<file path="config.mk">
export PLATFORM = sky130hd
export DESIGN_NAME = ram8_bist
export DESIGN_NICKNAME = d
export VERILOG_FILES = /design/src/rtl/ram8_bist.sv
export SDC_FILE = /design/constraint.sdc
export NUM_CORES = 1
export LEC_CHECK = 0
export ABC_CLOCK_PERIOD_IN_PS = 5250
export CAP_MARGIN = 20
export CORE_AREA = 2 2 117 62
export CTS_BUF_LIST = sky130_fd_sc_hd__clkbuf_16
export CTS_CLUSTER_DIAMETER = 60
export CTS_CLUSTER_SIZE = 10
export DETAILED_ROUTE_END_ITERATION = 16
export DIE_AREA = 0 0 119 64
export PLACE_DENSITY = 0.91
export SETUP_SLACK_MARGIN = 0.05
export SLEW_MARGIN = 10
export SYNTH_ARGS = -nofsm -noshare
export SYNTH_HDL_FRONTEND = slang
export SYNTH_SLANG_ARGS = --single-unit
</file>
<file path="constraint.sdc">
create_clock -name i_clk -period 5.25 [get_ports i_clk]
set_input_delay 0.525 -clock i_clk [delete_from_list [all_inputs] [get_ports i_clk]]
set_output_delay 0.525 -clock i_clk [all_outputs]
set_load 0.02 [all_outputs]
</file>
<file path="src/rtl/ram8_bist.sv">
// rtl/ram8_bist.sv - RAM8 built-in self-test sequencer
// Writes seed+address to every word, reads back, then repeats inverted.
module ram8_bist #(
  parameter int DATA_WIDTH = 16,
  parameter int ADDR_WIDTH = 3,
  parameter int ERR_WIDTH  = 5
) (
  input  logic                  i_clk,
  input  logic                  i_reset,
  input  logic                  i_start,
  input  logic [DATA_WIDTH-1:0] i_seed,
  output logic [ADDR_WIDTH-1:0] o_address,
  output logic [DATA_WIDTH-1:0] o_in,
  output logic                  o_load,
  input  logic [DATA_WIDTH-1:0] i_out,
  output logic                  o_busy,
  output logic                  o_done,
  output logic                  o_pass,
  output logic [ERR_WIDTH-1:0]  o_error_count,
  output logic [ADDR_WIDTH-1:0] o_fail_address,
  output logic                  o_fail_phase
);

  localparam int DEPTH = 2 ** ADDR_WIDTH;
  localparam logic [ERR_WIDTH-1:0] ERR_MAX = ERR_WIDTH'(2 * DEPTH);

  typedef enum logic [1:0] {S_IDLE, S_WRITE, S_READ, S_DONE} state_t;

  state_t                r_state, w_state;
  logic                  r_phase, w_phase;
  logic [DATA_WIDTH-1:0] r_seed, w_seed;
  logic [ADDR_WIDTH-1:0] r_address, w_address;
  logic [DATA_WIDTH-1:0] r_in, w_in;
  logic                  r_load, w_load;
  logic [ERR_WIDTH-1:0]  r_err, w_err;
  logic [ADDR_WIDTH-1:0] r_fail_addr, w_fail_addr;
  logic                  r_fail_phase, w_fail_phase;

  logic                  w_last;
  logic                  w_mismatch;
  logic [ADDR_WIDTH-1:0] w_addr_inc;

  function automatic logic [DATA_WIDTH-1:0] pattern(
    input logic [DATA_WIDTH-1:0] seed,
    input logic [ADDR_WIDTH-1:0] a,
    input logic                  ph
  );
    logic [DATA_WIDTH-1:0] v;
    v = seed + DATA_WIDTH'(a);
    return ph ? ~v : v;
  endfunction

  assign w_last     = (r_address == {ADDR_WIDTH{1'b1}});
  assign w_addr_inc = r_address + 1'b1;
  // OUT is combinational from the registered address, so it is valid by the end of the READ cycle
  assign w_mismatch = (i_out != pattern(r_seed, r_address, r_phase));

  always_comb begin
    w_state      = r_state;
    w_phase      = r_phase;
    w_seed       = r_seed;
    w_address    = r_address;
    w_in         = r_in;
    w_load       = 1'b0;
    w_err        = r_err;
    w_fail_addr  = r_fail_addr;
    w_fail_phase = r_fail_phase;
    case (r_state)
      S_IDLE, S_DONE: begin
        if (i_start) begin
          w_state      = S_WRITE;
          w_seed       = i_seed;
          w_phase      = 1'b0;
          w_address    = '0;
          w_in         = pattern(i_seed, '0, 1'b0);
          w_load       = 1'b1;
          w_err        = '0;
          w_fail_addr  = '0;
          w_fail_phase = 1'b0;
        end
      end
      S_WRITE: begin
        if (w_last) begin
          w_state   = S_READ;
          w_address = '0;
        end else begin
          w_address = w_addr_inc;
          w_in      = pattern(r_seed, w_addr_inc, r_phase);
          w_load    = 1'b1;
        end
      end
      S_READ: begin
        if (w_mismatch) begin
          if (r_err != ERR_MAX) w_err = r_err + 1'b1;
          if (r_err == '0) begin
            w_fail_addr  = r_address;
            w_fail_phase = r_phase;
          end
        end
        if (w_last) begin
          w_address = '0;
          if (!r_phase) begin
            w_state = S_WRITE;
            w_phase = 1'b1;
            w_in    = pattern(r_seed, '0, 1'b1);
            w_load  = 1'b1;
          end else begin
            w_state = S_DONE;
          end
        end else begin
          w_address = w_addr_inc;
        end
      end
      default: w_state = S_IDLE;
    endcase
  end

  always_ff @(posedge i_clk) begin
    if (i_reset) begin
      r_state      <= S_IDLE;
      r_phase      <= 1'b0;
      r_seed       <= '0;
      r_address    <= '0;
      r_in         <= '0;
      r_load       <= 1'b0;
      r_err        <= '0;
      r_fail_addr  <= '0;
      r_fail_phase <= 1'b0;
    end else begin
      r_state      <= w_state;
      r_phase      <= w_phase;
      r_seed       <= w_seed;
      r_address    <= w_address;
      r_in         <= w_in;
      r_load       <= w_load;
      r_err        <= w_err;
      r_fail_addr  <= w_fail_addr;
      r_fail_phase <= w_fail_phase;
    end
  end

  assign o_address      = r_address;
  assign o_in           = r_in;
  assign o_load         = r_load;
  assign o_busy         = (r_state == S_WRITE) || (r_state == S_READ);
  assign o_done         = (r_state == S_DONE);
  assign o_pass         = o_done && (r_err == '0);
  assign o_error_count  = r_err;
  assign o_fail_address = r_fail_addr;
  assign o_fail_phase   = r_fail_phase;

endmodule

</file>
==> impl_metrics.py <==
metrics = {
    "clock_network": {
        "clkSinkCount": 48,
        "postCtsSetupBuffers": 0,
        "ctsHoldBuffers": 0,
        "insertion_delay_ns": 0.29,
        "clockBufferDepth": 2,
        "h-tree-depth": 2,
        "tritoncts": "built",
        "cts_made_buffers": 5,
        "path_clk_slew_ns": 0.07,
        "root_buffer": "clkbuf_16",
        "post_cts_resized": 0,
    },
    "global_route": {
        "grt_max_degree": 49,
        "grt_pass1_wl_mm": 16.37,
        "grtUsageTotal": 0.2635,
        "grt_antenna_before_repair": 0,
        "first_global_vias": 3335,
        "grt_overflow": 0,
    },
    "detailed_routing": {
        "wl_met1_mm": 4.439,
        "drt-wirelength-per-cell_um": 16.29,
        "drtAntennaViolNets": 0,
        "viasPerCell": 6.078,
        "drc": 0,
        "dr_wl_met3_um": 731,
        "route.top_layer_used": "met4",
        "vias": 3732,
        "wl_met2_mm": 4.698,
        "drt-pass1-iter-count": 5,
        "wl_mm": 10.00,
        "drt_iter0_drc": 404,
    },
    "die": {
        "ios": 67,
        "fp.dieH_um": 64,
        "fp.dieW_um": 119,
        "die-area_um2": 7616,
        "rows": 21,
        "initial_core_util": 0.5680,
        "core_um2": 6543,
    },
    "critical_path": {
        "worstReg2RegEnd": "o_error_count[4]",
        "worstSetupStartpointType": "register",
        "cp-end-kind": "output pin",
        "worstPathMaxFanout": 24,
        "crit_start": "r_state[0]",
        "ff2ff_setup_slack_ns": 1.98,
        "worstPathRequired_ns": 4.72,
        "worstRegToRegCells": 11,
        "arrival_ns": 2.81,
        "worstSetupEndpoint": "o_busy",
        "r2r-start": "o_address[0]",
        "critPathKind": "reg2out",
    },
    "yosys": {
        "ys_ff_latch": 48,
        "synth_cell_types": 68,
        "synth-edff-count": 0,
        "dominantRegCellSynth": "dfxtp_1",
        "yosysTopAreaCellShare": 0.2586,
        "syn_inst": 483,
        "ys_seq_area_frac": 0.2586,
        "netlist_area_um2": 3716,
        "synthTopCellsByArea": "dfxtp_1 (26%), nand2_1 (8.7%), a21oi_1 (7.8%)",
        "synth_top_area_cell": "dfxtp_1",
        "async_flop_share": 0,
        "syn_area_per_cell_um2": 7.694,
        "yosysWarnings": 0,
        "synth_fp_nets": 534,
    },
    "cells_and_area": {
        "layout_common_cells": "nand2_1 (86), clkdlybuf4s50_1 (66), a21oi_1 (58)",
        "drive_gt1_frac": 0.06130,
        "diodes": 0,
        "layout.nets": 572,
        "final_util": 0.6854,
        "area_growth_pct": 20.67,
        "fin_area_um2": 4484,
        "layout_commonest_cell": "nand2_1",
        "fin_cells": 614,
    },
    "timing": {
        "setup_viol": 0,
        "setup-tns-final_ns": 0,
        "finalCritPeriodShare": 0.6359,
        "worst_clock_skew_ns": 0.008062,
        "post-route-min-period_ns": 3.339,
        "slew_headroom": 0.2918,
        "finalHoldViolations": 0,
        "rsz0062_at_grt": "no",
        "tightest_slew_ns": 1.062,
        "slew_viol_final": 0,
        "fmax_mhz": 299.5,
    },
    "worst_hold_path": {
        "min_path_cells": 2,
        "hp-class": "reg2reg",
    },
    "pwr": {
        "peakVddDrop_mv": 0.1967,
        "fin_total_pwr_mw": 1.296,
        "powerDensity_nw_per_um2": 289.1,
        "p_leak_nw": 1.582,
    },
    "run": {
        "cap_viol_max_count": 0,
    },
    "place": {
        "gp_congestion": 0.9377,
        "dpl_cell_area_um2": 4330,
        "place_inst": 605,
        "hpwlAfterDp_mm": 6.918,
        "port_buffers": 66,
    },
    "outcome": {
        "status": "complete, no violations",
    },
}
## how the worst min path moves through the flow
stage	start	end	slack, ns
after detailed placement	o_fail_phase	o_fail_phase	0.45
after floorplan	r_state[1]	r_state[1]	0.46
after CTS	o_in[13]	o_in[13]	0.46
final	o_in[0]	o_in[0]	0.46
after global routing	o_in[5]	o_in[5]	0.48
after global placement	o_in[0]	o_in[0]	0.44
## kinds of logic after synthesis
logic type | count (synthesis) | share of synthesized area
xor gates and xnor gates | 49 | 0.1175
adders and majority gates | 16 | 0.05791
buffers and inverters | 60 | 0.07105
and+or+nand+nor | 175 | 0.2333
AOI/OAI and AO/OA | 132 | 0.2535
DFF | 48 | 0.2586
muxes | 3 | 0.008081
## report_power, final
| part | switching [mW] | leakage (nW) | internal (mW) |
|---|---|---|---|
| Clock | 0.150 | 0.0716 | 0.176 |
| Combinational | 0.291 | 1.12 | 0.211 |
| Sequential | 0.0564 | 0.394 | 0.411 |
## registers in the layout, summed over array words and instances, names as in the netlist
signal / flops
r_phase: 1
o_error_count: 5
o_address: 3
r_seed: 16
o_in: 16
o_load: 1
o_fail_phase: 1
o_fail_address: 3
r_state: 2
## routing by layer
metal	vias to the layer above	GRT usage
met5	-	0
met4	0	0.07292
met3	16	0.04643
met2	159	0.4246
met1	1774	0.3647
li1	1783	-
## worst max-delay path: stages (launching register included)
cell             delay [ns]
dfxtp_1                0.41
inv_1                  0.06
ha_1                   0.57
inv_1                  0.72
clkdlybuf4s50_1        0.76
## final cells by class
cell class                      instances  area, um^2
Fill cell                             527        2058
Tap cell                               92       115.1
Inverter                               21       78.83
Sequential cell                        48       962.2
Multi-Input combinational cell        375        2491
Clock inverter                          3       17.52
Timing Repair Buffer                   70       694.4
Clock buffer                            5       125.1
## through the flow
step / hold WS [ns] / worst slack [ns]
finish: 0.4566 / 1.911
detailed placement: 0.4463 / 2.078
CTS: 0.4589 / 1.992
global route: 0.4777 / 1.726
floorplan: 0.4647 / 2.376
global placement: 0.4429 / 2.175
## synth_stat cells, drive strengths merged, types with 2 or more instances
cell type / count
nor2b: 3
a211oi: 4
nor2: 25
mux2i: 3
nor4b: 2
o32ai: 2
a21boi: 3
a31oi: 4
o21ai: 6
and2: 2
o221ai: 7
inv: 21
and3: 2
buf: 17
o2111ai: 4
o22ai: 5
dfxtp: 48
o21a: 2
and4: 3
nor3: 6
or2: 2
a21oi: 59
a41oi: 2
fa: 2
a21o: 2
nand2b: 8
or3: 2
xnor2: 27
clkbuf: 22
a221o: 5
nor4: 5
xor2: 22
o311ai: 3
nand2: 87
nand3: 15
nand4: 9
o211ai: 14
ha: 14
Note: power is estimated with default switching activity, not from simulation.
